**src/rtl/pipeline_debug_controller.sv**
```systemverilog
// Run/step/breakpoint controller for the pipeline clock enable, plus a frozen
// snapshot streamer that feeds the UART transmitter one byte at a time.
module pipeline_debug_controller #(
  parameter int PC_WIDTH  = 11,
  parameter int NUM_BP    = 4,
  parameter int NUM_WORDS = 48,
  parameter int BP_IDX_W  = (NUM_BP > 1) ? $clog2(NUM_BP) : 1
) (
  input  logic                     clock,
  input  logic                     reset,
  input  logic                     cmd_valid,
  output logic                     cmd_ready,
  input  logic [2:0]               cmd_op,
  input  logic [15:0]              cmd_arg,
  input  logic [BP_IDX_W-1:0]      cmd_idx,
  input  logic [PC_WIDTH-1:0]      current_pc,
  input  logic [NUM_WORDS*32-1:0]  snap_data,
  output logic                     pipe_enable,
  output logic                     halted,
  output logic [31:0]              cycle_count,
  output logic [7:0]               tx_byte,
  output logic                     tx_valid,
  input  logic                     tx_ready,
  output logic [1:0]               dbg_state
);

  localparam int DUMP_BYTES = 1 + 4 * NUM_WORDS + 4;
  localparam int BYTE_IDX_W = $clog2(DUMP_BYTES);
  localparam logic [BYTE_IDX_W-1:0] LAST_BYTE = BYTE_IDX_W'(DUMP_BYTES - 1);

  localparam logic [2:0] OP_RUN    = 3'd1;
  localparam logic [2:0] OP_STEP   = 3'd2;
  localparam logic [2:0] OP_HALT   = 3'd3;
  localparam logic [2:0] OP_SET_BP = 3'd4;
  localparam logic [2:0] OP_CLR_BP = 3'd5;
  localparam logic [2:0] OP_DUMP   = 3'd6;

  typedef enum logic [1:0] {
    ST_HALT = 2'd0,
    ST_RUN  = 2'd1,
    ST_STEP = 2'd2,
    ST_DUMP = 2'd3
  } state_t;

  state_t                  state, state_next;
  logic                    skip, skip_next;
  logic [15:0]             step_cnt, step_cnt_next;
  logic [BYTE_IDX_W-1:0]   byte_idx, byte_idx_next;
  logic [PC_WIDTH-1:0]     bp_pc [NUM_BP];
  logic [NUM_BP-1:0]       bp_en;
  logic [7:0]              shadow [DUMP_BYTES];
  logic                    accept, bp_hit, bp_stop;
  logic                    dump_start, bp_set, bp_clr;

  // Handshakes: a command transfers on a cycle with cmd_valid & cmd_ready, a
  // byte on a cycle with tx_valid & tx_ready; an offered byte never changes
  // while it waits for tx_ready.
  assign cmd_ready   = (state != ST_DUMP);
  assign accept      = cmd_valid & cmd_ready;
  assign halted      = (state == ST_HALT);
  assign tx_valid    = (state == ST_DUMP);
  assign tx_byte     = tx_valid ? shadow[byte_idx] : 8'h00;
  assign dbg_state   = state;
  assign bp_stop     = bp_hit & ~skip;
  assign pipe_enable = ((state == ST_RUN) & ~bp_stop) | (state == ST_STEP);

  always_comb begin
    bp_hit = 1'b0;
    for (int i = 0; i < NUM_BP; i++) begin
      if (bp_en[i] && (bp_pc[i] == current_pc)) bp_hit = 1'b1;
    end
  end

  always_comb begin
    state_next    = state;
    skip_next     = 1'b0;
    step_cnt_next = step_cnt;
    byte_idx_next = byte_idx;
    dump_start    = 1'b0;
    bp_set        = 1'b0;
    bp_clr        = 1'b0;
    case (state)
      ST_RUN: begin
        if (bp_stop) state_next = ST_HALT;
      end
      ST_STEP: begin
        if (step_cnt <= 16'd1) begin
          state_next    = ST_HALT;
          step_cnt_next = '0;
        end else begin
          step_cnt_next = step_cnt - 16'd1;
        end
      end
      ST_DUMP: begin
        if (tx_ready) begin
          if (byte_idx == LAST_BYTE) begin
            state_next    = ST_HALT;
            byte_idx_next = '0;
          end else begin
            byte_idx_next = byte_idx + BYTE_IDX_W'(1);
          end
        end
      end
      default: ;
    endcase
    // Accepted commands override the state's own progress (STEP beats a hit).
    if (accept) begin
      case (cmd_op)
        OP_RUN: begin
          if (state != ST_RUN) begin
            state_next = ST_RUN;
            skip_next  = 1'b1;
          end
        end
        OP_STEP: begin
          state_next    = ST_STEP;
          step_cnt_next = (cmd_arg == 16'd0) ? 16'd1 : cmd_arg;
        end
        OP_HALT:   state_next = ST_HALT;
        OP_SET_BP: bp_set = 1'b1;
        OP_CLR_BP: bp_clr = 1'b1;
        OP_DUMP: begin
          if (state == ST_HALT) begin
            state_next    = ST_DUMP;
            dump_start    = 1'b1;
            byte_idx_next = '0;
          end
        end
        default: ;
      endcase
    end
  end

  always_ff @(posedge clock or negedge reset) begin
    if (!reset) begin
      state       <= ST_HALT;
      skip        <= 1'b0;
      step_cnt    <= '0;
      byte_idx    <= '0;
      cycle_count <= '0;
      bp_en       <= '0;
      for (int i = 0; i < NUM_BP; i++) bp_pc[i] <= '0;
    end else begin
      state    <= state_next;
      skip     <= skip_next;
      step_cnt <= step_cnt_next;
      byte_idx <= byte_idx_next;
      if (pipe_enable) cycle_count <= cycle_count + 32'd1;
      if (bp_clr) begin
        bp_en <= '0;
      end else if (bp_set) begin
        for (int i = 0; i < NUM_BP; i++) begin
          if (cmd_idx == BP_IDX_W'(i)) begin
            bp_pc[i] <= cmd_arg[PC_WIDTH-1:0];
            bp_en[i] <= 1'b1;
          end
        end
      end
    end
  end

  // Snapshot image in transmit order: header, words little-endian, then count.
  always_ff @(posedge clock or negedge reset) begin
    if (!reset) begin
      for (int i = 0; i < DUMP_BYTES; i++) shadow[i] <= '0;
    end else if (dump_start) begin
      shadow[0] <= 8'hA5;
      for (int k = 0; k < NUM_WORDS; k++) begin
        for (int b = 0; b < 4; b++) begin
          shadow[1 + 4 * k + b] <= snap_data[32 * k + 8 * b +: 8];
        end
      end
      for (int b = 0; b < 4; b++) begin
        shadow[1 + 4 * NUM_WORDS + b] <= cycle_count[8 * b +: 8];
      end
    end
  end

endmodule

```
**config.mk**
```make
export PLATFORM = sky130hd
export DESIGN_NAME = pipeline_debug_controller
export DESIGN_NICKNAME = d
export VERILOG_FILES = /design/src/rtl/pipeline_debug_controller.sv
export SDC_FILE = /design/constraint.sdc
export NUM_CORES = 2
export LEC_CHECK = 0
export ABC_AREA = 1
export CAP_MARGIN = 40
export CORE_AREA = 4 4 637 639
export DETAILED_ROUTE_END_ITERATION = 12
export DIE_AREA = 0 0 641 643
export HOLD_SLACK_MARGIN = 0.05
export PLACE_DENSITY = 0.43
export SETUP_SLACK_MARGIN = 0.1
export SLEW_MARGIN = 20
export SYNTH_ARGS = -nofsm -noshare
export SYNTH_HDL_FRONTEND = slang
export SYNTH_SLANG_ARGS = --single-unit
```
**constraint.sdc**
```tcl
create_clock -name clock -period 3.2 [get_ports clock]
set_input_delay 0.96 -clock clock [delete_from_list [all_inputs] [get_ports clock]]
set_output_delay 0.96 -clock clock [all_outputs]
set_load 0.02 [all_outputs]
```
==> results.txt <==
- Data arrival time of the worst path: 3.97 ns
- In the final design database the tool counted 12813 nets.
- Post-Synthesis Net Count: 10622
- Final setup violating endpoints: 9
- Measured on the finished design, the core utilization comes to 29.8%.
* Via total after detailed routing: 72995
- Relative max-transition margin: 54.0%
* Total CTS buffers: 205
* Port Buf Inserts: 1617
* Ratio of total power to cell area: 880 mW/mm^2
- Width of the die: 641 um
* Portion of the post-synthesis area used by sequential elements: 52.1%
* Synthesized area per cell: 8.90 um^2
* Deepest level of the CTS H-tree: 4
- Switching power of the nets: 40.2 mW
- The floorplan step defined a core boundary enclosing 0.399 mm^2.
- Library cell with the largest summed area after synthesis: sky130_fd_sc_hd__dfrtp_1
* Initial standard-cell utilization of the core: 20.2%
- TritonCTS built the clock tree.
- Shortest period the worst path allows: 4.93 ns
* GRT overflow: 0
- The clock reaches the later pin of the worst-skew pair after 0.85 ns.
- Synth top area share: 52.1%
- Of all nets on the critical path, the largest fanout is 24.
- After detailed placement, the design holds a cell count of 16213.
* Total negative setup slack: -13.24 ns
- After the flow finishes, the layout carries non-filler instances totaling 16708.
- Detailed router's first-iteration violation count: 5531
- Entering global routing, the biggest net connects 101 pins.
- By area the synthesized netlist is led by sky130_fd_sc_hd__dfrtp_1 (52%), sky130_fd_sc_hd__mux2_2 (13%), sky130_fd_sc_hd__nand2_1 (8.3%), sky130_fd_sc_hd__nor2_1 (5.9%), sky130_fd_sc_hd__a21oi_1 (4.7%).
* Layout Skew: 0.0434 ns
* Clock transition at the register clock pins on the worst setup and hold paths after CTS: 0.06 ns
* Final routed DRC violation total: 0
- Net switching fraction of the power: 38.4%
- Row cnt: 232
- The worst hold path belongs to the class reg2reg.
* Per-cell via count in the routed design: 4.37
- The final critical path takes up 154% of the cycle.
- Summing all placed instances gives a cell area of 0.110 mm^2.
* Cell internal pwr: 64.5 mW
* Buffer levels on the longest clock path: 4
- The number of hold violations in the final report came to 0.
* Number of pins exceeding their max-slew limit in the final report: 0
- Type of element launching the critical path: register
- Global routing consumed, over all layers together, 20.8% of the routing resources.
* # IOs: 1618
* Clock power frac: 22.6%
- The clock net in this run drives a total of 1676 sinks.
- Unrepaired setup endpoints after global routing: yes
* Worst ir drop on vdd: 450 uV
- Die area: 0.412 mm^2
- After layout, the worst setup slack is -1.73 ns.
- Detailed-routing iteration count for the pre-antenna-repair pass: 5
- Violations in the final reports: negative setup slack
- After detailed routing, the average wire length per cell comes to 26.7 um.
* Actual transition at the worst max-transition pin: 0.686 ns
- Maximum achievable frequency: 203 MHz
- With fillers left out, the area of the finished cells amounts to 0.119 mm^2.
- Routability congestion estimate from global placement: 0.876
* Combinational group share of total power: 43.0%
- The root buffer cell chosen for the clock tree is sky130_fd_sc_hd__clkbuf_16.
* Vertical die dimension: 643 um
- After synthesis the netlist holds a flip-flop and latch count of 1676.
- Leakage component of the power: 54.1 nW
- Yosys mapped the design onto 42 distinct sky130hd cell types.
* Crit path kind: reg2out
* Data required, critical path: 2.24 ns
- Run status: complete, but fails checks
* Count of maximum capacitance violations: 0
- The area growth from synthesis to layout is 47.9%.
- First-pass GRT wire length: 604000 um
- After technology mapping, the gate count stands at 9045.
- Number of global-route vias before repair: 74428
- Critical Path End Type: primary output
- The number of antenna violations at the first check in global routing is 119.
- DRT antenna net count: 0
- Of the cells placed in the final design, the portion with a size suffix greater than 1 is 22.2%.
* Final HPWL DP: 353000 um
* Wire length after detailed routing: 447000 um
- Summing every instance area after synthesis gives 0.0805 mm^2.
- In this run, flip-flops and latches consume 34.4% of the power.
- The Yosys step of the flow raised 0 warnings.
-- cell usage in the layout, fill, tap and decap left out, types with 21 or more instances in the layout --
cell                              instances
sky130_fd_sc_hd__a21oi_1                754
sky130_fd_sc_hd__nor2_4                  21
sky130_fd_sc_hd__nor2_1                1231
sky130_fd_sc_hd__clkbuf_8                41
sky130_fd_sc_hd__buf_16                  30
sky130_fd_sc_hd__buf_12                 199
sky130_fd_sc_hd__o211ai_1                81
sky130_fd_sc_hd__nor3_1                  25
sky130_fd_sc_hd__mux2_2                 948
sky130_fd_sc_hd__nand4_1                 28
sky130_fd_sc_hd__dfrtp_1               1664
sky130_fd_sc_hd__nand2_1               1689
sky130_fd_sc_hd__or2_2                   50
sky130_fd_sc_hd__inv_1                  752
sky130_fd_sc_hd__clkbuf_1                49
sky130_fd_sc_hd__nand3_1                511
sky130_fd_sc_hd__diode_2                 55
sky130_fd_sc_hd__o21ai_1                 31
sky130_fd_sc_hd__clkbuf_16              212
sky130_fd_sc_hd__clkdlybuf4s50_1       1588
sky130_fd_sc_hd__nand2_2                 74
sky130_fd_sc_hd__buf_4                  647
sky130_fd_sc_hd__nand3_2                 44
sky130_fd_sc_hd__o21ai_0                317
sky130_fd_sc_hd__xor2_1                  50
sky130_fd_sc_hd__inv_2                   25
sky130_fd_sc_hd__buf_6                   48
sky130_fd_sc_hd__clkinv_2                35
-- final cells by class --
class,instances,area (um^2)
fillers,42382,280000
diodes,55,138
flip-flops and latches,1676,42000
inverters,796,3070
repair buffers,2553,26800
clock buffers,296,5900
well taps,5265,6590
clock inverters,63,713
multi-input cells,6004,33900
-- through the flow --
stage / total power, mW / setup WS [ns] / hold WS [ns]
floorplan: 55.7 / 0.122 / 0.434
global placement: 78.4 / -1.83 / 0.466
detailed placement: 78.8 / -1.62 / 0.469
CTS: 105 / -1.91 / 0.483
global route: 111 / -1.94 / 0.501
finish: 105 / -1.73 / 0.480
-- state kept, by name, indices dropped and copies added (netlist names) --
signal       flops
bp_en            4
dbg_state        2
bp_pc           44
shadow        1569
skip             1
cycle_count     32
step_cnt        16
byte_idx         8
-- cells by family after synthesis --
kind of cell,Yosys count,synth area share (%)
xor+xnor,60,0.653
fa+ha+maj,5,0.0777
compound gates,1237,8.06
mux,948,13.3
flops,1676,52.1
simple gates,3754,18.8
buf+inv,1365,7.02
-- power by group through the flow --
stage / Sequential (mW) / Clock [mW] / Combinational, mW
final: 36.0 / 23.7 / 45.0
after CTS: 35.9 / 24.4 / 44.9
after detailed placement: 36.2 / 0 / 42.6
after floorplan: 33.9 / 0 / 21.7
after global placement: 36.1 / 0 / 42.3
after global routing: 36.9 / 25.1 / 49.3
-- critical path: stages, from the launching register on --
cell and delay, ns:
sky130_fd_sc_hd__dfrtp_4 0.59, sky130_fd_sc_hd__buf_12 0.18, sky130_fd_sc_hd__buf_16 0.16, sky130_fd_sc_hd__buf_12 0.19, sky130_fd_sc_hd__o21ai_0 0.11, sky130_fd_sc_hd__o211ai_1 0.39
sky130_fd_sc_hd__nand3_4 0.21, sky130_fd_sc_hd__buf_6 0.17, sky130_fd_sc_hd__nand2_2 0.04, sky130_fd_sc_hd__nand2_1 0.05, sky130_fd_sc_hd__nand2_1 0.08, sky130_fd_sc_hd__nor2_2 0.05
sky130_fd_sc_hd__nor2_1 0.09, sky130_fd_sc_hd__buf_4 0.15, sky130_fd_sc_hd__nor2_4 0.05, sky130_fd_sc_hd__nor2_4 0.28, sky130_fd_sc_hd__buf_6 0.15, sky130_fd_sc_hd__buf_12 0.10
-- timing repair --
item,CTS,global route
hold buffers,1,0
setup buffers,38,22
pin swaps,35,66
endpoints found under the setup margin,24,9
cloned,16,6
gates resized for setup,311,177
endpoints found under the hold margin,8,0
-- synthesized netlist by cell type --
cell type                   number
sky130_fd_sc_hd__inv_2           5
sky130_fd_sc_hd__o211ai_1       81
sky130_fd_sc_hd__dfrtp_1      1676
sky130_fd_sc_hd__buf_2         370
sky130_fd_sc_hd__a41oi_1         1
sky130_fd_sc_hd__nor3_2          3
sky130_fd_sc_hd__or2_2          56
sky130_fd_sc_hd__and2_1          2
sky130_fd_sc_hd__o2111ai_1       1
sky130_fd_sc_hd__buf_1          21
sky130_fd_sc_hd__a31oi_1         1
sky130_fd_sc_hd__o22ai_1        12
sky130_fd_sc_hd__clkbuf_1      161
sky130_fd_sc_hd__and3_1          1
sky130_fd_sc_hd__buf_6           1
sky130_fd_sc_hd__nor3b_1         3
sky130_fd_sc_hd__o31ai_1         1
sky130_fd_sc_hd__xnor2_1         9
sky130_fd_sc_hd__o21bai_1        1
sky130_fd_sc_hd__a22oi_1        16
sky130_fd_sc_hd__nand3_1       566
sky130_fd_sc_hd__nor3_1         32
sky130_fd_sc_hd__nand2_1      1779
sky130_fd_sc_hd__mux2_2        948
sky130_fd_sc_hd__nor2_1       1267
sky130_fd_sc_hd__o21ai_0       341
sky130_fd_sc_hd__nand4_1        28
sky130_fd_sc_hd__nor4_1         14
sky130_fd_sc_hd__nor2_4          1
sky130_fd_sc_hd__xor2_1         51
sky130_fd_sc_hd__ha_1            5
sky130_fd_sc_hd__inv_1         782
sky130_fd_sc_hd__clkinv_1        9
sky130_fd_sc_hd__a211oi_1        1
sky130_fd_sc_hd__nor4_4          1
sky130_fd_sc_hd__a32oi_1         1
sky130_fd_sc_hd__o2111a_1        1
sky130_fd_sc_hd__a21oi_1       762
sky130_fd_sc_hd__nor2_2          1
sky130_fd_sc_hd__buf_4          16
sky130_fd_sc_hd__o21ai_1        14
sky130_fd_sc_hd__o211a_1         3
-- per-layer routing --
layer | global-route usage [%] | routed length (um) | vias up
li1 | - | - | 33729
met1 | 27.7 | 196000 | 36607
met2 | 34.9 | 215000 | 2121
met3 | 2.98 | 22500 | 504
met4 | 5.94 | 12700 | 34
met5 | 0 | 227 | -
-- final timing paths --
kind	start	to	slack, ns	cells after the start
min in group asynchronous	reset	shadow[629]$_DFFE_PN0P_	0.70	2
max in group asynchronous	reset	shadow[1252]$_DFFE_PN0P_	1.35	4
hold reg to reg	shadow[19]$_DFFE_PN0P_	shadow[19]$_DFFE_PN0P_	0.48	2
setup / recovery	byte_idx[0]$_DFF_PN0_	tx_byte[5]	-1.73	17
setup reg to reg	byte_idx[3]$_DFF_PN0_	dbg_state[1]$_DFF_PN0_	0.63	14
hold / removal	shadow[19]$_DFFE_PN0P_	shadow[19]$_DFFE_PN0P_	0.48	2
(Power assumes the default switching activity.)
